## src/rtl/maze_path_sequencer_if.sv

```systemverilog
// Move handshake channel between the maze path sequencer and its move consumer.
interface maze_path_sequencer_if;
  logic       mv_valid;
  logic       mv_ready;
  logic [1:0] mv_dir;

  modport master (output mv_valid, output mv_dir, input mv_ready);
  modport slave  (input mv_valid, input mv_dir, output mv_ready);
endinterface

```

## src/rtl/maze_path_sequencer.sv

```systemverilog
// Walks a 10x10 maze from a start cell to the goal by descending a distance map,
// emitting one move per accepted handshake on the move channel.
module maze_path_sequencer #(
  parameter int         DIST_TIMEOUT = 4000,
  parameter logic [6:0] INF          = 7'd127
) (
  input  logic                  clk,
  input  logic                  rst,
  input  logic                  start,
  input  logic [3:0]            start_row,
  input  logic [3:0]            start_col,
  output logic                  dist_en,
  input  logic                  dist_done,
  input  logic [6:0]            dist_table [0:99],
  maze_path_sequencer_if.master mv,
  output logic [3:0]            cur_row,
  output logic [3:0]            cur_col,
  output logic [6:0]            step_cnt,
  output logic                  busy,
  output logic                  done,
  output logic [1:0]            status
);

  localparam int TW = $clog2(DIST_TIMEOUT + 1);

  typedef enum logic [2:0] {IDLE, MAP, CHECK, EMIT, FIN} state_t;

  state_t          state, state_n;
  logic [TW-1:0]   tmo, tmo_n;
  logic            dist_en_n, mv_valid_n, busy_n, done_n;
  logic [1:0]      mv_dir_n, status_n;
  logic [3:0]      cur_row_n, cur_col_n;
  logic [6:0]      step_n;
  logic [6:0]      chk_idx, chk_d, chk_t;
  logic            nb_found;
  logic [1:0]      nb_dir;

  function automatic logic [6:0] cell_idx(input logic [3:0] r, input logic [3:0] c);
    return ({3'b000, r} * 7'd10) + {3'b000, c};
  endfunction

  always_ff @(posedge clk or posedge rst) begin
    if (rst) begin
      state       <= IDLE;
      tmo         <= '0;
      dist_en     <= 1'b0;
      mv.mv_valid <= 1'b0;
      mv.mv_dir   <= 2'b00;
      cur_row     <= 4'd0;
      cur_col     <= 4'd0;
      step_cnt    <= 7'd0;
      busy        <= 1'b0;
      done        <= 1'b0;
      status      <= 2'b00;
    end else begin
      state       <= state_n;
      tmo         <= tmo_n;
      dist_en     <= dist_en_n;
      mv.mv_valid <= mv_valid_n;
      mv.mv_dir   <= mv_dir_n;
      cur_row     <= cur_row_n;
      cur_col     <= cur_col_n;
      step_cnt    <= step_n;
      busy        <= busy_n;
      done        <= done_n;
      status      <= status_n;
    end
  end

  always_comb begin
    state_n    = state;
    tmo_n      = tmo;
    mv_valid_n = mv.mv_valid;
    mv_dir_n   = mv.mv_dir;
    cur_row_n  = cur_row;
    cur_col_n  = cur_col;
    step_n     = step_cnt;
    status_n   = status;
    chk_idx    = cell_idx(cur_row, cur_col);
    chk_d      = 7'd0;
    chk_t      = 7'd0;
    nb_found   = 1'b0;
    nb_dir     = 2'b00;

    case (state)
      IDLE: begin
        if (start) begin
          if (start_row > 4'd9 || start_col > 4'd9) begin
            state_n  = FIN;
            status_n = 2'b11;
          end else begin
            state_n   = MAP;
            cur_row_n = start_row;
            cur_col_n = start_col;
            step_n    = 7'd0;
            tmo_n     = '0;
          end
        end
      end
      MAP: begin
        if (dist_done) begin
          state_n = CHECK;
        end else if (tmo == TW'(DIST_TIMEOUT - 1)) begin
          state_n  = FIN;
          status_n = 2'b10;
        end else begin
          tmo_n = tmo + 1'b1;
        end
      end
      CHECK: begin
        chk_d = dist_table[chk_idx];
        chk_t = chk_d - 7'd1;
        // Neighbour priority up, down, left, right; the first one strictly downhill wins.
        if (cur_row != 4'd0 && dist_table[chk_idx - 7'd10] == chk_t) begin
          nb_found = 1'b1; nb_dir = 2'b00;
        end else if (cur_row != 4'd9 && dist_table[chk_idx + 7'd10] == chk_t) begin
          nb_found = 1'b1; nb_dir = 2'b01;
        end else if (cur_col != 4'd0 && dist_table[chk_idx - 7'd1] == chk_t) begin
          nb_found = 1'b1; nb_dir = 2'b10;
        end else if (cur_col != 4'd9 && dist_table[chk_idx + 7'd1] == chk_t) begin
          nb_found = 1'b1; nb_dir = 2'b11;
        end
        if (chk_d == 7'd0) begin
          state_n  = FIN;
          status_n = 2'b00;
        end else if (chk_d == INF || step_cnt == 7'd127 || !nb_found) begin
          state_n  = FIN;
          status_n = 2'b01;
        end else begin
          state_n    = EMIT;
          mv_dir_n   = nb_dir;
          mv_valid_n = 1'b1;
        end
      end
      EMIT: begin
        if (mv.mv_ready) begin
          state_n    = CHECK;
          mv_valid_n = 1'b0;
          step_n     = (step_cnt == 7'd127) ? step_cnt : step_cnt + 7'd1;
          case (mv.mv_dir)
            2'b00:   cur_row_n = cur_row - 4'd1;
            2'b01:   cur_row_n = cur_row + 4'd1;
            2'b10:   cur_col_n = cur_col - 4'd1;
            default: cur_col_n = cur_col + 4'd1;
          endcase
        end
      end
      FIN:     state_n = IDLE;
      default: state_n = IDLE;
    endcase

    // The engine enable drops in FIN so it always sees a low cycle between runs.
    dist_en_n = (state_n == MAP) || (state_n == CHECK) || (state_n == EMIT);
    busy_n    = (state_n != IDLE);
    done_n    = (state_n == FIN);
  end

endmodule

```

## src/flat_wrapper.sv

```systemverilog
// flat-port wrapper written by rule: the top's interface ports become plain ports
module maze_path_sequencer_flat 
#(
  parameter int         DIST_TIMEOUT = 4000,
  parameter logic [6:0] INF          = 7'd127
)
  (clk, rst, start, start_row, start_col, dist_en, dist_done, dist_table, cur_row, cur_col, step_cnt, busy, done, status, mv_mv_valid, mv_mv_dir, mv_mv_ready);
  maze_path_sequencer_if mv_i ();
  input  logic clk;
  input  logic rst;
  input  logic start;
  input  logic [3:0] start_row;
  input  logic [3:0] start_col;
  output logic dist_en;
  input  logic dist_done;
  input  logic [6:0] dist_table[0:99];
  output logic [3:0] cur_row;
  output logic [3:0] cur_col;
  output logic [6:0] step_cnt;
  output logic busy;
  output logic done;
  output logic [1:0] status;
  output wire logic [$bits(mv_i.mv_valid)-1:0] mv_mv_valid;
  output wire logic [$bits(mv_i.mv_dir)-1:0] mv_mv_dir;
  input wire logic [$bits(mv_i.mv_ready)-1:0] mv_mv_ready;
  assign mv_mv_valid = mv_i.mv_valid;
  assign mv_mv_dir = mv_i.mv_dir;
  assign mv_i.mv_ready = mv_mv_ready;
  maze_path_sequencer #(.DIST_TIMEOUT(DIST_TIMEOUT), .INF(INF)) u_core (.clk(clk), .rst(rst), .start(start), .start_row(start_row), .start_col(start_col), .dist_en(dist_en), .dist_done(dist_done), .dist_table(dist_table), .mv(mv_i), .cur_row(cur_row), .cur_col(cur_col), .step_cnt(step_cnt), .busy(busy), .done(done), .status(status));
endmodule
```

## config.mk

```make
export PLATFORM = sky130hd
export DESIGN_NAME = maze_path_sequencer_flat
export DESIGN_NICKNAME = d
export VERILOG_FILES = /design/src/rtl/maze_path_sequencer_if.sv /design/src/rtl/maze_path_sequencer.sv /design/src/flat_wrapper.sv
export SDC_FILE = /design/constraint.sdc
export NUM_CORES = 2
export LEC_CHECK = 0
export BUFFER_PORTS_ARGS = -buffer_cell sky130_fd_sc_hd__buf_2
export CAP_MARGIN = 40
export CORE_AREA = 2 2 289 291
export CTS_CLUSTER_SIZE = 30
export DETAILED_ROUTE_END_ITERATION = 10
export DIE_AREA = 0 0 291 293
export GPL_TIMING_DRIVEN = 1
export PLACE_DENSITY = 0.64
export REMOVE_ABC_BUFFERS = 1
export SLEW_MARGIN = 25
export SYNTH_ARGS = -nofsm -noshare
export SYNTH_HDL_FRONTEND = slang
export SYNTH_SLANG_ARGS = --single-unit
```

## constraint.sdc

```tcl
create_clock -name clk -period 5.8 [get_ports clk]
set_input_delay 0.29 -clock clk [delete_from_list [all_inputs] [get_ports clk]]
set_output_delay 0.29 -clock clk [all_outputs]
set_load 0.03 [all_outputs]
```

Yosys cells after proc, flatten, opt, wreduce, memory -nomap -nowiden:

Cells that the tools add are included.

* flip-flop bits (word level): 38
* latch bits: 0
* bits in writable memories: 0
* ROM bits: 0
* input port bits: 713
* output and inout bits: 23
* word-level logic and storage cells: 160
* memories: 0

* add/subtract/negate cells: 12
* $mul: 1
* div/mod/pow operators: 0
* magnitude comparators: 7
* equality and inequality tests: 31
* shift-type cells: 0
* muxes and demuxes: 63
* bitwise operators: 7
* reduce and logical (&&, ||, !) cells: 28

Operators by type and width (number)
* $bmux W7 S7: 5
* $mux W7: 14
* $mux W12: 4
* $ge A8 B8 Y1 const B: 5
* $not A7 Y8: 5
* $pmux W4 S2: 4
* $eq A7 B7 Y1: 4
* $mux W4: 6
* $pmux W12 S2: 1
* $mux W3: 7
* $mux W2: 10
* $reduce_and A5 Y1: 4
* $ne A2 B2 Y1 const B: 9
* $add A7 B1 Y7 const B: 2
* $eq A7 B7 Y1 const B: 2
* $pmux W7 S2: 1
* $sub A7 B1 Y7 const B: 2
* $add A12 B1 Y12 const B: 1
* $eq A12 B12 Y1 const B: 1
* $eq A3 B2 Y1 const B: 4
* $pmux W3 S4: 1
* $add A4 B1 Y4 const B: 2
* $gt A4 B4 Y1 const B: 2
* $mux W1: 8
* 28 further kinds: 45

Depth between registers and ports, before layout:

* word-level depth: 22
* mapped depth: 28
* depth with buffers taken out: 21

Worst setup path before layout:

OpenSTA, ideal clock, no wires.

* path kind: reg-to-reg
* from: register u_core.cur_col[0]
* to: register u_core.status[0]
* setup time: 0.120 ns
* data arrival time: 6.273 ns
* data required time: 5.680 ns
* slack: -0.593 ns
* cell stages (with the launch flop): 26
* path buffers: 13
* clock period less this slack: 6.393 ns
* cell sequence: dfrtp_1 > buf_6 > buf_12 > buf_8 > buf_8 > inv_1 > buf_4 > buf_6 > buf_4 > buf_4 > buf_2 > ha_1 > clkbuf_1 > buf_2 > buf_2 > buf_1 > mux4_2 > mux4_2 > mux2i_1 > o22ai_1 > a31oi_1 > xor2_1 > nand2_1 > or4_4 > a31o_2 > o211a_1

* word-level cells in the longest chain between the ends: 17
* elaborated cells on any way between the ends: 50
* classes of those cells: add/sub (6); eq/ne (7); mux (22); bitwise (5); reduce/logical (10)

Ends and longest elaborated chain
* start: declaration: line maze_path_sequencer.sv:17 `output logic [3:0] cur_col,`
* start signal: assignment: line maze_path_sequencer.sv:62 `cur_col <= cur_col_n;`
* $add A7 B4 Y7: line maze_path_sequencer.sv:39 `return ({3'b000, r} * 7'd10) + {3'b000, c};`
* $add A7 B1 Y7 / $not A7 Y8 (equally long branches): line maze_path_sequencer.sv:120, maze_path_sequencer.sv:111
* $not A7 Y8 (implied by the code) / $bmux W7 S7 (equally long branches): line maze_path_sequencer.sv:120, maze_path_sequencer.sv:111
* $bmux W7 S7 / $mux W7 (equally long branches): line maze_path_sequencer.sv:120, maze_path_sequencer.sv:111
* $mux W7 (on tied branches): line maze_path_sequencer.sv:120, maze_path_sequencer.sv:111
* $mux W7 (implied by the code) / $sub A7 B1 Y7 (equally long branches): line maze_path_sequencer.sv:120, maze_path_sequencer.sv:112
* $eq A7 B7 Y1: line maze_path_sequencer.sv:120 `end else if (cur_col != 4'd9 && dist_table[chk_idx + 7'd1] == chk_t) begin`
* $logic_and A1 B1 Y1: line maze_path_sequencer.sv:120
* $mux W1: line maze_path_sequencer.sv:120
* $mux W1: line maze_path_sequencer.sv:118 `end else if (cur_col != 4'd0 && dist_table[chk_idx - 7'd1] == chk_t) begin`
* $mux W1: line maze_path_sequencer.sv:116 `end else if (cur_row != 4'd9 && dist_table[chk_idx + 7'd10] == chk_t) begin`
* $mux W1: line maze_path_sequencer.sv:114 `if (cur_row != 4'd0 && dist_table[chk_idx - 7'd10] == chk_t) begin`
* $mux W1: line maze_path_sequencer.sv:85 `case (state)`
* $logic_not A1 Y1: line maze_path_sequencer.sv:126 `end else if (chk_d == INF || step_cnt == 7'd127 || !nb_found) begin`
* $logic_or A1 B1 Y1: line maze_path_sequencer.sv:126
* $ne A3 B1 Y1 (no source line)
* $reduce_and A6 Y1 (no source line)
* end signal: assignment: line maze_path_sequencer.sv:66 `status <= status_n;`
* end: declaration: line maze_path_sequencer.sv:21 `output logic [1:0] status`

Several ways; a longest one is shown, not always the timed one. The select of a mux whose other input is x is not followed.
A chain may end at the register's enable or synchronous reset.

Worst setup path in the final report:

* from: register u_core.cur_row[0]
* to: register u_core.state[0]

* word-level cells in the longest chain between the ends: 19
* elaborated cells on any way between the ends: 50
* classes of those cells: add/sub (6); mul (1); eq/ne (6); mux (23); bitwise (5); reduce/logical (9)

Ends and longest elaborated chain
* start: declaration: line maze_path_sequencer.sv:16 `output logic [3:0] cur_row,`
* start signal: assignment: line maze_path_sequencer.sv:61 `cur_row <= cur_row_n;`
* $mul A4 B3 Y6: line maze_path_sequencer.sv:39
* $add A7 B4 Y7: line maze_path_sequencer.sv:39
* $add A7 B1 Y7 / $not A7 Y8 (equally long branches): line maze_path_sequencer.sv:120, maze_path_sequencer.sv:111
* $not A7 Y8 (implied by the code) / $bmux W7 S7 (equally long branches): line maze_path_sequencer.sv:120, maze_path_sequencer.sv:111
* $bmux W7 S7 / $mux W7 (equally long branches): line maze_path_sequencer.sv:120, maze_path_sequencer.sv:111
* $mux W7 (on tied branches): line maze_path_sequencer.sv:120, maze_path_sequencer.sv:111
* $mux W7 (implied by the code) / $sub A7 B1 Y7 (equally long branches): line maze_path_sequencer.sv:120, maze_path_sequencer.sv:112
* $eq A7 B7 Y1: line maze_path_sequencer.sv:120
* [... 4 more ...]
* $mux W1: line maze_path_sequencer.sv:114
* $mux W1: line maze_path_sequencer.sv:85
* $logic_not A1 Y1: line maze_path_sequencer.sv:126
* $logic_or A1 B1 Y1: line maze_path_sequencer.sv:126
* $mux W3: line maze_path_sequencer.sv:126
* $mux W3 (*): line maze_path_sequencer.sv:123 `if (chk_d == 7'd0) begin`
* $pmux W3 S4 (*): line maze_path_sequencer.sv:85
* net u_core.state_n[0]: line maze_path_sequencer.sv:28 `state_t state, state_n;`
* end signal: assignment: line maze_path_sequencer.sv:56 `state <= state_n;`
* end: declaration: line maze_path_sequencer.sv:28

Mark *: on every way through the listed nets, which the timed path passes. The rest lies on a longest branch. The select of a mux whose other input is x is not followed.

==> flow_summary.ini <==
[floorplan]
core_area_sq_mm = 0.0818
die_h_um = 293
fp.dieW_um = 291
die-area_sq_mm = 0.0853
start_util_pct = 35.5
num_rows = 105
num_io_pins = 736

[synth]
yosysUniqueCellTypes = 101
synth-compound-area-share_pct = 8.56
yosysTopAreaCell = mux4_2
synthAdderAreaFrac_pct = 1.18
synthTopCellsByArea = mux4_2 (57%), mux2i_1 (4.7%), mux4_1 (4.3%), nand2_1 (4.2%), dfrtp_1 (3.3%)
synth.area.mux_share_pct = 66.2
synth-simple-area-share_pct = 11.1
netlist_instances = 2394
synth-seq-cells = 38
yosysWarnings = 0
syn_avg_cell_area_sq_um = 12.1
ys.flop_type = dfrtp_1
async_reset_ff_share_pct = 100
ys_seq_area_share_pct = 3.28
synth_top_family_by_area = multiplexers
synth-xor-area-share_pct = 2.92
syn_area_sq_mm = 0.0290
synth.top_cell.area_share_pct = 56.6
synth_edf_count = 0

[clock_network]
cts_made_buffers = 5
hold_buffers = 0
clk_latency_ns = 0.29
clk_pin_slew_ns = 0.06
clock_sinks = 38
htreeDepth = 2
cts.path.max_buffers = 2
cts_root_buf = clkbuf_16
cts_tree = done

[placement]
gp_congestion = 1.03
hpwl_mm = 124
dpl.cell_count = 4197
port_buffers = 735

[timing]
finClkSkew_ns = 0.00472
finalCritPeriodShare_pct = 98.7
slew_viol_final = 0
setup-violations-final = 0
fin_crit_ns = 5.73
finalHoldViolations = 0
tightestPinTransition_ns = 1.03
max_slew_margin_pct = 30.9
clock.fmax_mhz = 175

[layout]
finalNonFillerCells = 4266
fin_util_pct = 43.7
drive_above_1_share_pct = 59.4
final_nets = 3885
area.growth.synth_to_final_pct = 23.3

[worst_setup_path]
crit_fanout = 11
crit_path_end_kind = flip-flop
path_cells = ha_4, fa_4, buf_16, ha_1, buf_4, a21boi_0, a22oi_1, nand3_1, xnor2_1, buf_4, nand3_1, and3_1, a22oi_1, buf_4, xor2_1, nor4_2, a41oi_2, buf_4, a31oi_2, or4_1
worstSetupPathType = flip-flop to flip-flop
cpMaxStageDelayCell = fa_4
crit_required_ns = 5.95
critPathArrivalTime_ns = 5.88
crit_path_frequent_cell = buf_4
cp-start-kind = flip-flop
rrSetupSlack_ns = 0.07
slowest_delay_ns = 0.86

[drt]
top_layer_used = met5
viasPerCell = 7.27
wl_per_cell_um = 36.4
route.met3.wl_mm = 17.2
drc = 0
drt_iter0_markers = 4053
met2_length_mm = 71.6
first_pass_iters = 7
vias = 31021
ant_nets = 0
met1_length_mm = 55.2
wl_mm = 155

[global_routing]
grt_pass1_vias = 29681
globalRouteTotalUtil_pct = 35.0
grt_overflow = 0
grt_max_degree = 69
antenna_found_initial = 62
grt_first_pass_wirelength_mm = 217

[status]
status = finished, final reports clean

[run]
drv_cap = 0

[min_path]
min_path_type = input port to asynchronous set/reset pin
## per-stage QoR
step | cell area (sq um) | TNS, ns | hold WS (ns) | setup WS (ns)
after floorplan | 27200 | -521.77 | 0.423 | -39.27
after global placement | 35000 | -4.99 | 0.437 | -0.521
after detailed placement | 35100 | -0.123 | 0.441 | -0.0554
after CTS | 35300 | 0 | 0.130 | 0.0198
after global routing | 35700 | -0.118 | 0.167 | -0.0421
final | 35800 | 0 | 0.104 | 0.0726
## final timing paths
check | start | end | depth (start not counted)
max | u_core.cur_row[0] | u_core.state[0] | 20
min | rst | u_core.step_cnt[2] | 3
max reg2reg | u_core.cur_row[0] | u_core.state[0] | 20
min reg2reg | u_core.tmo[1] | u_core.tmo[1] | 2
max in group asynchronous | rst | u_core.cur_row[0] | 3
min in group clk | start_col[0] | u_core.cur_col[0] | 3
## cells in the mapped netlist, types with 39 or more instances
master,count
clkbuf_1,68
nand3_1,109
mux4_2,729
buf_2,90
nor2_1,54
mux2i_1,135
buf_6,39
mux4_1,48
nand2_1,321
xnor2_1,41
a21oi_1,57
nand4_1,41
buf_4,49
## registers in the layout (all words and copies together), names as in the netlist
name and count:
u_core.mv.mv_dir 2, u_core.step_cnt 7, u_core.status 2, u_core.cur_row 4, u_core.mv.mv_valid 1, u_core.done 1, u_core.cur_col 4, u_core.state 3
u_core.busy 1, u_core.dist_en 1, u_core.tmo 12
## layout make-up
cell class	instances	area [sq um]
Antenna cell	48	120
Clock buffer	6	139
Clock inverter	2	12.5
Fill cell	7710	46100
Inverter	29	114
Multi-Input combinational cell	2047	26600
Sequential cell	38	957
Tap cell	1070	1340
Timing Repair Buffer	1026	6530
## metal layers
layer | vias to the layer above | GRT usage [%]
met5 | - | 0
met4 | 34 | 18.2
met1 | 15760 | 44.7
met3 | 585 | 7.95
li1 | 12031 | -
met2 | 2611 | 55.8
## worst max-delay path: cells and delay by family, from the launching register on
family	cells	cell delay, ns
buffers and inverters	5	0.98
flip-flops	1	0.46
AND/OR/NAND/NOR	5	1.17
AO/OA/AOI/OAI	5	1.03
XOR/XNOR	2	0.68
adder cells (fa/ha/maj)	3	1.29
## repair_timing
action                                  in CTS  in global routing
gates resized for setup                      4                 51
pin swaps                                    0                 13
endpoints found under the setup margin       7                 11
cloned                                       0                  3
buffers inserted                             0                 11
## cell usage in the layout, fill, tap and decap left out, types with 8 or more instances in the layout
master     instances
nor4_1            14
mux4_2           729
and3_1            33
nor2b_1            8
a311oi_1          11
ha_1              16
and2_1            19
a221oi_1           9
dfrtp_1           35
mux2_2            11
nand2_1          320
a31oi_1           34
nor3_1            20
o211ai_1          12
xnor2_2           14
mux4_1            48
buf_4            237
nand3_1          109
nand4_1           41
a22oi_1           23
a32oi_1           13
mux2i_1          134
xor2_1            26
diode_2           48
a22o_1            10
buf_2            735
o21ai_0           35
clkbuf_16          8
inv_1             25
a21o_1             8
xnor2_1           28
nor2_1            52
a21oi_1           54
buf_12            44
o22ai_1           14
## logic make-up (layout without fill, tap and decap cells)
family,Yosys count,count (layout)
and+or+nand+nor,677,677
DFF,38,38
buffers and inverters,309,1063
muxes,926,926
other,0,48
adders and majority gates,25,25
AOI/OAI and AO/OA,338,338
xor gates and xnor gates,81,81
Power is not shown: default switching activity piles up to over one toggle a cycle in this logic, so the estimate is an artifact.
